$ cat src/rtl/gameboy_lcd_sampler.sv
`timescale 1ns/1ps
`default_nettype none
// ============================================================================
// gameboy_lcd_sampler : synchronises raw Game Boy LCD pins and emits
//                       pixel/line/frame strobes with x/y coordinates.
// Revision 1.0
// ============================================================================
module gameboy_lcd_sampler #(
  parameter int SYNC_STAGES    = 2,
  parameter int H_PIXELS       = 160,
  parameter int V_LINES        = 144,
  parameter int TIMEOUT_CYCLES = 65535,
  parameter int CNT_WIDTH      = 8
) (
  input  logic                 clock,
  input  logic                 reset,
  input  logic                 pixel_clock,
  input  logic                 h_sync,
  input  logic                 v_sync,
  input  logic                 lcd_data0,
  input  logic                 lcd_data1,
  output logic                 pixel_valid,
  output logic [1:0]           pixel_data,
  output logic [CNT_WIDTH-1:0] pixel_x,
  output logic [CNT_WIDTH-1:0] pixel_y,
  output logic                 line_start,
  output logic                 frame_start,
  output logic                 frame_done,
  output logic                 overrun,
  output logic                 timeout
);

  localparam int WD_WIDTH = $clog2(TIMEOUT_CYCLES + 1);

  localparam logic [1:0] c_idle      = 2'd0;
  localparam logic [1:0] c_wait_line = 2'd1;
  localparam logic [1:0] c_active    = 2'd2;

  localparam logic [CNT_WIDTH-1:0] c_h      = CNT_WIDTH'(H_PIXELS);
  localparam logic [CNT_WIDTH-1:0] c_h_last = CNT_WIDTH'(H_PIXELS - 1);
  localparam logic [CNT_WIDTH-1:0] c_y_last = CNT_WIDTH'(V_LINES - 1);
  localparam logic [CNT_WIDTH-1:0] c_cnt_one = CNT_WIDTH'(1);
  localparam logic [WD_WIDTH-1:0]  c_wd_max  = WD_WIDTH'(TIMEOUT_CYCLES);
  localparam logic [WD_WIDTH-1:0]  c_wd_trip = WD_WIDTH'(TIMEOUT_CYCLES - 1);
  localparam logic [WD_WIDTH-1:0]  c_wd_one  = WD_WIDTH'(1);

  logic [4:0]           w_raw;
  logic [4:0]           r_sync [SYNC_STAGES];
  logic [4:0]           w_sync;
  logic [2:0]           r_hist;
  logic                 w_cp_fall, w_hs_rise, w_vs_rise, w_any_event;

  logic [1:0]           r_state, w_state_next;
  logic [CNT_WIDTH-1:0] r_x, r_y, w_x_eff, w_y_eff;
  logic                 r_first_line, w_first_next;
  logic [WD_WIDTH-1:0]  r_wd;
  logic                 w_frame, w_line, w_line_over, w_pix, w_pix_over, w_done, w_wd_trip;

  // Data pins ride the same pipeline as CP so they line up with its falling edge.
  assign w_raw = {lcd_data1, lcd_data0, v_sync, h_sync, pixel_clock};
  assign w_sync = r_sync[SYNC_STAGES-1];

  always_ff @(posedge clock or posedge reset) begin
    if (reset) begin
      for (int i = 0; i < SYNC_STAGES; i++) r_sync[i] <= '0;
      r_hist <= '0;
    end else begin
      r_sync[0] <= w_raw;
      for (int i = 1; i < SYNC_STAGES; i++) r_sync[i] <= r_sync[i-1];
      r_hist <= w_sync[2:0];
    end
  end

  assign w_cp_fall   = r_hist[0] & ~w_sync[0];
  assign w_hs_rise   = ~r_hist[1] & w_sync[1];
  assign w_vs_rise   = ~r_hist[2] & w_sync[2];
  assign w_any_event = w_cp_fall | w_hs_rise | w_vs_rise;
  assign w_wd_trip   = (r_state != c_idle) && !w_any_event && (r_wd == c_wd_trip);

  always_ff @(posedge clock or posedge reset) begin
    if (reset) r_state <= c_idle;
    else       r_state <= w_state_next;
  end

  always_comb begin
    w_state_next = r_state;
    if (w_frame) begin
      w_state_next = w_line ? c_active : c_wait_line;
    end else if (r_state != c_idle) begin
      if (w_wd_trip || w_line_over || w_done) w_state_next = c_idle;
      else if (w_line)                        w_state_next = c_active;
    end
  end

  // Event resolution, priority vsync > hsync > pixel clock.
  always_comb begin
    w_frame      = 1'b0;
    w_line       = 1'b0;
    w_line_over  = 1'b0;
    w_pix        = 1'b0;
    w_pix_over   = 1'b0;
    w_done       = 1'b0;
    w_x_eff      = r_x;
    w_y_eff      = r_y;
    w_first_next = r_first_line;
    if (w_vs_rise) begin
      w_frame      = 1'b1;
      w_y_eff      = '0;
      w_first_next = 1'b1;
      if (w_hs_rise) begin
        w_line       = 1'b1;
        w_x_eff      = '0;
        w_first_next = 1'b0;
      end
    end else if (r_state != c_idle) begin
      if (w_hs_rise) begin
        if (r_first_line) begin
          w_line       = 1'b1;
          w_x_eff      = '0;
          w_first_next = 1'b0;
        end else if (r_y == c_y_last) begin
          w_line_over = 1'b1;
        end else begin
          w_line  = 1'b1;
          w_x_eff = '0;
          w_y_eff = r_y + c_cnt_one;
        end
      end
      if (w_cp_fall && (r_state == c_active) && !w_line_over) begin
        if (w_x_eff == c_h) begin
          w_pix_over = 1'b1;
        end else begin
          w_pix  = 1'b1;
          w_done = (w_x_eff == c_h_last) && (w_y_eff == c_y_last);
        end
      end
    end
  end

  always_ff @(posedge clock or posedge reset) begin
    if (reset) begin
      r_x          <= '0;
      r_y          <= '0;
      r_first_line <= 1'b0;
      r_wd         <= '0;
      pixel_valid  <= 1'b0;
      pixel_data   <= '0;
      pixel_x      <= '0;
      pixel_y      <= '0;
      line_start   <= 1'b0;
      frame_start  <= 1'b0;
      frame_done   <= 1'b0;
      overrun      <= 1'b0;
      timeout      <= 1'b0;
    end else begin
      r_x          <= w_pix ? (w_x_eff + c_cnt_one) : w_x_eff;
      r_y          <= w_y_eff;
      r_first_line <= w_first_next;
      pixel_valid  <= w_pix;
      line_start   <= w_line;
      frame_start  <= w_frame;
      frame_done   <= w_done;
      if (w_pix) begin
        pixel_data <= w_sync[4:3];
        pixel_x    <= w_x_eff;
        pixel_y    <= w_y_eff;
      end
      if (w_frame)                        overrun <= 1'b0;
      else if (w_pix_over || w_line_over) overrun <= 1'b1;
      if (w_frame)        timeout <= 1'b0;
      else if (w_wd_trip) timeout <= 1'b1;
      if (w_any_event || (r_state == c_idle)) r_wd <= '0;
      else if (r_wd != c_wd_max)              r_wd <= r_wd + c_wd_one;
    end
  end

endmodule
`default_nettype wire

$ cat config.mk
export PLATFORM = sky130hd
export DESIGN_NAME = gameboy_lcd_sampler
export DESIGN_NICKNAME = d
export VERILOG_FILES = /design/src/rtl/gameboy_lcd_sampler.sv
export SDC_FILE = /design/constraint.sdc
export NUM_CORES = 1
export LEC_CHECK = 0
export CAP_MARGIN = 10
export CELL_PAD_IN_SITES_DETAIL_PLACEMENT = 1
export CELL_PAD_IN_SITES_GLOBAL_PLACEMENT = 2
export CORE_MARGIN = 8
export CORE_UTILIZATION = 41
export CTS_CLUSTER_DIAMETER = 150
export DETAILED_ROUTE_END_ITERATION = 10
export GPL_ROUTABILITY_DRIVEN = 0
export PLACE_DENSITY_LB_ADDON = 0.12
export SYNTH_ARGS = -nofsm -noshare
export SYNTH_HDL_FRONTEND = slang
export SYNTH_SLANG_ARGS = --single-unit
$ cat constraint.sdc
create_clock -name clock -period 6.31 [get_ports clock]
set_input_delay 1.262 -clock clock [delete_from_list [all_inputs] [get_ports clock]]
set_output_delay 1.262 -clock clock [all_outputs]
set_load 0.05 [all_outputs]
* Word level (Yosys, flattened, before mapping) *
Cells that the tools add are included.

storage, ports and cells
  register bits after elaboration = 72
  latch bits = 0
  bits in writable memories = 0
  ROM bits = 0
  output and inout port bits = 24
  memories = 0

operators by class
  add/subtract/negate cells = 3
  multiply operators = 0
  div/mod/pow operators = 0
  $lt $le $gt $ge = 0
  equality and inequality tests = 7
  shift-type cells = 0
  muxes and demuxes = 57
  bitwise logic cells = 8
  reductions and logical operators = 22

operator list
  kind                                            count
  2-to-1 mux 8 bit                                16
  2-to-1 mux 1 bit                                34
  == test 8 bit (second input constant)           4
  2-to-1 mux 16 bit                               2
  adder 16 x 1 -> 16 bit (second input constant)  1
  adder 8 x 1 -> 8 bit (second input constant)    2
  == test 16 bit (second input constant)          1
  inequality test 16 bit (second input constant)  1
  nonzero test 2 bit                              7
  2-to-1 mux 2 bit                                5
  logical AND 1 bit                               5
  logical OR 1 bit                                4
  AND reduction 2 bit                             2
  AND 1 bit                                       3
  inverter 1 bit                                  3
  nonzero test 3 bit                              1
  == test 2 bit (second input constant)           1
  zero test 1 bit                                 2
  zero test 2 bit                                 1
  bitwise OR 1 bit                                2

* Depth between registers and ports, before layout *
Gate-level depths: netlist of run 1.

  depth in word-level cells = 16
  depth in mapped cells = 11
  gate-level depth less buffers = 9

* Least setup slack after synthesis of run 1 *
No wires, ideal clock.

  path type = register to register
  from = register r_y[5]
  to = register r_x[4]
  arrival time = 2.517 ns
  data required time = 6.232 ns
  slack = 3.714 ns
  cell stages (with the launch flop) = 12
  path buffers = 3
  cells stage by stage = dfrtp_1 > buf_6 > or4b_4 > buf_6 > o31ai_1 > a21oi_1 > clkbuf_1 > nor2b_1 > ha_1 > nand3_1 > or3_1 > a21oi_1

RTL lines
  what                      line  source
  start: declaration        54    logic [CNT_WIDTH-1:0] r_x, r_y, w_x_eff, w_y_eff;
  start signal: assignment  157   r_y <= w_y_eff;
  == test 8 bit             121   end else if (r_y == c_y_last) begin
  2-to-1 mux 8 bit          121
  2-to-1 mux 8 bit          117   if (r_first_line) begin
  2-to-1 mux 8 bit          116   if (w_hs_rise) begin
  2-to-1 mux 8 bit          115   end else if (r_state != c_idle) begin
  2-to-1 mux 8 bit          106   if (w_vs_rise) begin
  2-to-1 mux 8 bit          115
  2-to-1 mux 8 bit          106
  named net w_x_eff[1]      54
  adder 8 x 1 -> 8 bit      156   r_x <= w_pix ? (w_x_eff + c_cnt_one) : w_x_eff;
  2-to-1 mux 8 bit          156
  end signal: assignment    156
  end: declaration          54

The timed path passes the listed nets, and every way through them passes these cells. The select of a mux whose other input is x is not followed.
A chain may end at the register's enable or synchronous reset.

* Worst setup path in the final report of run 1 *
  from = register r_y[0]
  to = register r_x[6]

The elaborated chain is that of the path after synthesis.

==> flow_summary.ini, run 1 <==
[run_status]
status = complete, no violations

[floorplan]
core_mm2 = 0.00805
initial_core_util = 0.412
placementRows = 33
fp.dieArea_mm2 = 0.0112
die_x_um = 106
die_h_um = 106
num_io_pins = 31

[pwr]
p_clk_frac = 0.391
p_leak_uw = 0.00171
max-vdd-ir-drop_mv = 0.141
comb_power_share = 0.127
power_uw = 1040
power.internal_uw = 764
power_density_mw_per_mm2 = 268
switching_share = 0.265
seq_power_share = 0.482
power_switching_uw = 275

[global_routing]
grt_max_degree = 73
overflow = 0
antenna_found_initial = 0
grt_usage = 0.140
grt_pass1_wl_um = 12600
first_global_vias = 2536

[worst_setup_path]
path_cells = ha_1, nand3_1, o31ai_1, a21oi_1, nor2b_1, ha_1, nand3_1, or3_1, a21oi_1
critPathCaptureType = register
critPathMaxFanout = 11
cpLargestDelayFamily = simple AND/OR/NAND/NOR gates
path_buf_inv = 0
cpPeakStageDelay_ns = 0.44
cp-start-kind = register
cp_data_arrival_time_ns = 3.27
crit_slowest_cell = dfrtp_1
required_ns = 6.57
setup.worst_path.class = reg -> reg

[run]
maxCapViolCount = 0

[route]
final_antenna_net_count = 0
post-route-drc-count = 0
dr.pass1.iters = 4
viasPerCell = 5.35
drt_iter0_drc = 67
vias = 2322
wl_um = 7210
avgRoutedWirePerCell_um = 16.6

[synthesis]
yosysMostFrequentCell = dfrtp_1
synth_xor_area_frac = 0.0422
avgSynthCellArea_um2 = 11.3
synth_edf_count = 0
syn_area_mm2 = 0.00332
async_flop_share = 1.00
synthCells = 295
synth_area_leaders = dfrtp_1, mux2_4, xnor2_1
synthFlopType = dfrtp_1
synth_top_cell_area_share = 0.543
synthAdderAreaFrac = 0.0151
synth_warnings = 0
ys_top_cells_by_count = dfrtp_1, nor2_1, nand3_1
synth-compound-area-share = 0.106
ys_seq_area_frac = 0.543
synth_simple_gate_area_share = 0.183
synth_top_area_cell = dfrtp_1
synthMuxAreaShare = 0.0705
synthesis.nets = 306
synth.distinct_cells = 49
synth_top_family_by_area = simple AND/OR/NAND/NOR gates
synth_seq_cells = 72

[cells_and_area]
seq_area_mm2 = 0.00180
multiInputGateArea_mm2 = 0.00139
nNetsFinal = 335
nFillCells = 891
diodes = 0
drive_above_1_share = 0.109
syn_to_final_growth_pct = 17.0
layout.cells.non_filler = 434

[cts]
htreeDepth = 3
post_cts_buffers = 0
cts_tree = done
clockBufferDepth = 2
clkSinkCount = 72
hold_buffers = 0
clk_pin_slew_ns = 0.08
cts_buffers = 9
cts_resized = 0
cts_root_buf = clkbuf_8
clkLatencyLatePin_ns = 0.34

[placement]
hpwl_um = 4930
io_buffers = 30
place_ws_ns = 3.38
placed_cells = 418

[sta]
whs_ns = 0.352
worstMarginPinSlew_ns = 0.919
timing.final.ws_setup_ns = 3.30
finalHoldViolCount = 0
slew_headroom = 0.388
period_needed_ns = 3.01
slew_viol_final = 0
min_period_over_period = 0.476
skew_ns = 0.00571
rsz0062_at_grt = false
max_freq_mhz = 333
finalSetupViolCount = 0
setup_tns_ns = 0

[worst_hold_path]
min_path_type = reg -> reg
-- power groups by stage --
| stage | sequential [uW] | combinational (uW) | clock (uW) |
|---|---|---|---|
| detailed placement | 510 | 135 | 0 |
| global placement | 510 | 132 | 0 |
| floorplan | 545 | 56.0 | 0 |
| finish | 501 | 132 | 406 |
| CTS | 501 | 135 | 418 |
| global route | 505 | 143 | 434 |
-- area by class of cell --
class                   count  area share
repair buffers             32      0.0811
clock inverters             5      0.0206
inverters                   8     0.00773
flip-flops and latches     72       0.464
multi-input cells         201       0.357
clock buffers              11      0.0364
well taps                 105      0.0338
-- cells by family after synthesis --
kind of cell	count (synthesis)
multiplexers	18
flip-flops	72
buffers and inverters	22
AO/OA/AOI/OAI	53
XOR/XNOR	16
adder cells (fa/ha/maj)	4
AND/OR/NAND/NOR	110
-- stage by stage --
stage | instance area [um^2] | utilization
2_1_floorplan | 3320 | -
3_3_place_gp | 3660 | 0.455
3_5_place_dp | 3660 | 0.455
4_1_cts | 3890 | 0.483
5_1_grt | 3890 | 0.483
6_report | 3890 | 0.483
-- final timing paths --
path | from | to | slack (ns) | cells past startpoint
setup / recovery | r_y[0] | r_x[6] | 3.30 | 9
hold / removal | r_sync[8] | w_sync[3] | 0.35 | 0
setup reg to reg | r_y[0] | r_x[6] | 3.30 | 9
hold reg to reg | r_sync[8] | w_sync[3] | 0.35 | 0
max in group asynchronous | reset | r_first_line | 4.19 | 3
min in group asynchronous | reset | r_wd[5] | 1.49 | 3
-- per-layer routing --
metal  GRT usage  vias up  part of all wire
li1            -     1113                 -
met1       0.183     1180              0.49
met2       0.218       23              0.47
met3      0.0430        6             0.031
met4      0.0392        0            0.0079
met5           0        -                 0
-- flip-flops by register name (all words and copies together) (netlist names) --
register,cells
r_wd,16
pixel_x,8
pixel_y,8
r_x,8
r_y,8
r_sync,5
w_sync,5
r_hist,3
pixel_data,2
r_state,2
frame_done,1
frame_start,1
line_start,1
overrun,1
pixel_valid,1
r_first_line,1
timeout,1
-- cells in the final DEF, fill, tap and decap left out, drive strengths merged, types with 5 or more instances in the layout --
| master | Yosys | routed |
|---|---|---|
| xnor2 | 12 | 12 |
| a21oi | 16 | 16 |
| inv | 8 | 8 |
| a31oi | 5 | 5 |
| dfrtp | 72 | 72 |
| nand2b | 8 | 8 |
| mux2i | 5 | 5 |
| nand3 | 17 | 17 |
| nor3 | 6 | 6 |
| and3 | 10 | 10 |
| clkdlybuf4s50 | 0 | 30 |
| o21ai | 11 | 11 |
| nor4 | 5 | 5 |
| a22o | 5 | 5 |
| nand2 | 11 | 11 |
| clkbuf | 6 | 11 |
| mux2 | 13 | 13 |
| nor2 | 26 | 26 |
(Power assumes the default switching activity.)
==> run 2, diff against run 1 <==
CORE_UTILIZATION = 34   (was 41)
clock period = 2.5 ns   (was 6.31 ns; I/O delays follow)
==> run 2 against run 1 <==
Against the previous run:
- flip-flop and latch count is the same
- non-clock buffer count increased by 21
- sequential power grew to 2.5 times the previous value
- count of clock-buffer cells in the layout decreased by 1
- critical path depth decreased by 1
- critical path type unchanged
==> flow_summary.ini, run 2 (synthesis results as in run 1) <==
[run_status]
status = complete, no violations

[worst_setup_path]
rr_worst_depth = 8
ff2ff_setup_slack_ns = 0.21
critPathMaxFanout = 4
crit_end = r_x[4]
cp-start-kind = register
setup.worst_path.class = reg -> reg
cp-startpoint = r_y[5]
r2r_start = r_y[5]
critPathCaptureType = register
r2r-end = r_x[4]
required_ns = 2.78
cp_data_arrival_time_ns = 2.56

[pwr]
p_leak_uw = 0.00181
power_density_mw_per_mm2 = 617
power.internal_uw = 1820
p_clk_frac = 0.354
switching_share = 0.279
seq_power_share = 0.500
power_switching_uw = 704
comb_power_share = 0.146
max-vdd-ir-drop_mv = 0.491

[global_routing]
first_global_vias = 2592
grt_max_degree = 31
overflow = 0
grt_pass1_wl_um = 13300
grt_usage = 0.127
antenna_found_initial = 0

[floorplan]
die_h_um = 115
fp.dieArea_mm2 = 0.0132
core_mm2 = 0.00964
num_io_pins = 31
die_x_um = 115
placementRows = 36
initial_core_util = 0.344

[cells_and_area]
largest_reg_flops = 16
top_register = r_wd
nNetsFinal = 356
diodes = 0
layout_commonest_cell = dfrtp_1
mostFrequentLayoutCells = dfrtp_1, clkdlybuf4s50_1, nor2_1
drive_above_1_share = 0.177
syn_to_final_growth_pct = 23.2

[sta]
finalHoldViolCount = 0
max_freq_mhz = 437
setup_tns_ns = 0
skew_ns = 0.0113
slew_viol_final = 0
period_needed_ns = 2.29
worstMarginPinSlew_ns = 0.697
rsz0062_at_grt = false
finalSetupViolCount = 0
slew_headroom = 0.534
timing.final.ws_setup_ns = 0.214
min_period_over_period = 0.914

[cts]
cts_buffers = 9
cts_tree = done
clkSinkCount = 72
clk_pin_slew_ns = 0.08
clkLatencyLatePin_ns = 0.35
htreeDepth = 3
cts_root_buf = clkbuf_8
post_cts_buffers = 0
clockBufferDepth = 2

[route]
drt_iter0_drc = 92
vias = 2369
wl_um = 7460
final_antenna_net_count = 0
dr.pass1.iters = 5
viasPerCell = 4.90
post-route-drc-count = 0
avgRoutedWirePerCell_um = 15.5

[placement]
io_buffers = 30
place_ws_ns = 0.0717
hpwl_um = 5460

[worst_hold_path]
min_path_type = reg -> reg

[run]
maxCapViolCount = 0
run 2: cell count changes in the layout (fill, tap and decap cells not counted), moves of 2 or more:
cell / before / now
clkinv_2: 1 / 3
nor2b_1: 3 / 1
buf_4: 2 / 21
buf_12: 0 / 2
run 2: cell type report:
| cell class | count | area (um^2) |
|---|---|---|
| inverters | 8 | 30.0 |
| clock buffers | 10 | 128 |
| repair buffers | 53 | 498 |
| well taps | 133 | 166 |
| flip-flops and latches | 72 | 1800 |
| multi-input cells | 201 | 1410 |
| fillers | 1075 | 5550 |
| clock inverters | 6 | 60.1 |
run 2: timing repair:
item,CTS,global route
resized for setup,0,3
endpoints found under the hold margin,0,0
setup endpoints to repair,0,2
hold buffers,0,0
run 2: worst min path at each step:
stage | end | from | cells after the start | slack (ns)
6_report | w_sync[2] | r_sync[7] | 0 | 0.35
3_3_place_gp | w_sync[4] | r_sync[9] | 0 | 0.33
2_1_floorplan | w_sync[0] | r_sync[5] | 0 | 0.33
5_1_grt | w_sync[2] | r_sync[7] | 0 | 0.36
4_1_cts | w_sync[2] | r_sync[7] | 0 | 0.36
3_5_place_dp | w_sync[2] | r_sync[7] | 0 | 0.34
run 2: worst max-delay path: stages, from the launching register on:
cell,delay [ns]
dfrtp_1,0.39
or4b_4,0.55
o31ai_2,0.22
a21oi_2,0.15
nor2b_2,0.15
ha_2,0.21
nand3_1,0.09
or3_1,0.31
a21oi_1,0.14
run 2: layer usage:
layer	routed length, um	global-route usage	share of wire	vias up
met5	0	0	0	-
met4	99	0.0394	0.013	0
met3	278	0.0420	0.037	8
met2	3600	0.206	0.48	31
met1	3480	0.157	0.47	1179
li1	-	-	-	1151
run 2: stage by stage:
step	hold slack (ns)	cell area, um^2	power [uW]	cells	utilization
final	0.352	4090	2520	483	0.424
after global placement	0.333	3890	1660	467	0.404
after detailed placement	0.339	3890	1660	467	0.404
after CTS	0.356	4080	2580	483	0.423
after floorplan	0.331	3330	1520	295	-
after global routing	0.357	4090	2650	483	0.424
run 2: power by group through the flow:
stage	sequential, uW	clock, uW	combinational, uW
after floorplan	1380	0	144
final	1260	894	368
after detailed placement	1280	0	373
after CTS	1260	938	375
after global placement	1280	0	371
after global routing	1270	978	404
==> edit 1 (config.mk and constraints of run 2) <==
Set the parameter `SYNC_STAGES` to 4 (it was 2).
--- a/src/rtl/gameboy_lcd_sampler.sv
+++ b/src/rtl/gameboy_lcd_sampler.sv
@@ -7,5 +7,5 @@
 // ============================================================================
 module gameboy_lcd_sampler #(
-  parameter int SYNC_STAGES    = 2,
+  parameter int SYNC_STAGES    = 4,
   parameter int H_PIXELS       = 160,
   parameter int V_LINES        = 144,
Check against the original RTL: not equivalent (Yosys sat finds a counterexample within 4 cycles, from zero or initial values and one cycle with reset high).
==> edit 1 against run 2 <==
- via count increased by 11%
- sequential cell count up 10
- wire length rose by 14%
- maximum frequency fell by 4.7%
- synthesized cell count is 9.2% higher
- non-clock buffer count increased by 6
- first-iteration DRC count increased by 21%
- total power increased by 15%
- setup slack worse by 0.11 ns
- count of clock-buffer cells in the layout is the same
- area after synthesis increased by 11%
- final area grew 12%
- critical path type unchanged
- largest cell class unchanged
==> edit 1: results (changes against run 2) <==
CP Launch Type flop; share of post-route cells with drive strength above 1 18.8% (+1.1 points); Avg Inst Size Synth 11.4 um^2 (+1.5%); placed instance area 4340 um^2 (+11%); synth cell count leaders dfrtp_1, nor2_1, xnor2_1; gr usage total 12.7% (-0.044 points); Routed WL 8490 um (+14%); IO buf count 30 (unchanged); Yosys warnings 0 (unchanged); Critical Path Max Stage Delay 0.57 ns (+0.02 ns); LEAKAGE 1.91 nW (+5.9%); detailed-route vias per instance 5.02 (+2.3%); skew final 0.0126 ns (+0.00134 ns); status complete, no violations; share of the yosys chip area belonging to registers 55.8% (+1.5 points); switching share of total power 28.4% (+0.51 points); vias in the first global route 2,804 (+8.2%); Via Count 2,620 (+11%); comb pwr 0.000452 W (+23%); CTS Buf Count 9 (unchanged); WP data arrival 2.68 ns (+0.12 ns); worst setup margin 0.101 ns (-0.113 ns); Fillers 1,185 (+10%); pre-CTS WS 0.0414 ns (-0.0303 ns); Critical-path top delay cell or4b_4; Slew HR 54.1% (+0.70 points); Nets 389 (+9.3%); # placed instances 506 (+8.4%); largest cells by area after synthesis dfrtp_1, xnor2_1, mux2_4; peak supply drop 0.392 mV (-20%); DR pass1 iterations 4 (-1); syn nets 333 (+8.8%); Cell Int Power 0.00207 W (+14%); # diodes 0 (unchanged); pin count of the biggest net entering global routing 48 (+55%); largest registers r_wd x16, r_sync x15; dpl hpwl 6090 um (+11%); Flop pwr share 50.1% (about the same); Fin Hold WS 0.350 ns (-0.00169 ns); Distinct cells, synth 55 (+12%); drt first-iter violations 111 (+21%); first-pass GRT wire length 14,500 um (+9.4%)
-- edit 1: per-layer routing --
layer	track usage, %	up-vias	wire [um]
met2	19.0	31	3790
met3	2.77	11	235
met4	5.62	0	140
li1	-	1277	-
met5	0	-	0
met1	17.2	1301	4320
-- edit 1: final cells by class --
cell class	instances	area [um^2]	area share (%)
Tap cell	140	175	3.84
Multi-Input combinational cell	219	1560	34.2
Inverter	7	30.0	0.658
Timing Repair Buffer	59	543	11.9
Clock buffer	10	138	3.02
Clock inverter	5	63.8	1.40
Sequential cell	82	2050	45.0
-- edit 1: kinds of logic (layout without fill, tap and decap cells) --
logic type | after synthesis | count (layout) | synth area share [%]
compound gates | 46 | 46 | 9.28
xor+xnor | 23 | 23 | 5.47
fa+ha+maj | 4 | 4 | 1.36
buf+inv | 21 | 81 | 3.13
flops | 82 | 82 | 55.8
mux | 18 | 18 | 6.39
simple gates | 128 | 128 | 18.6
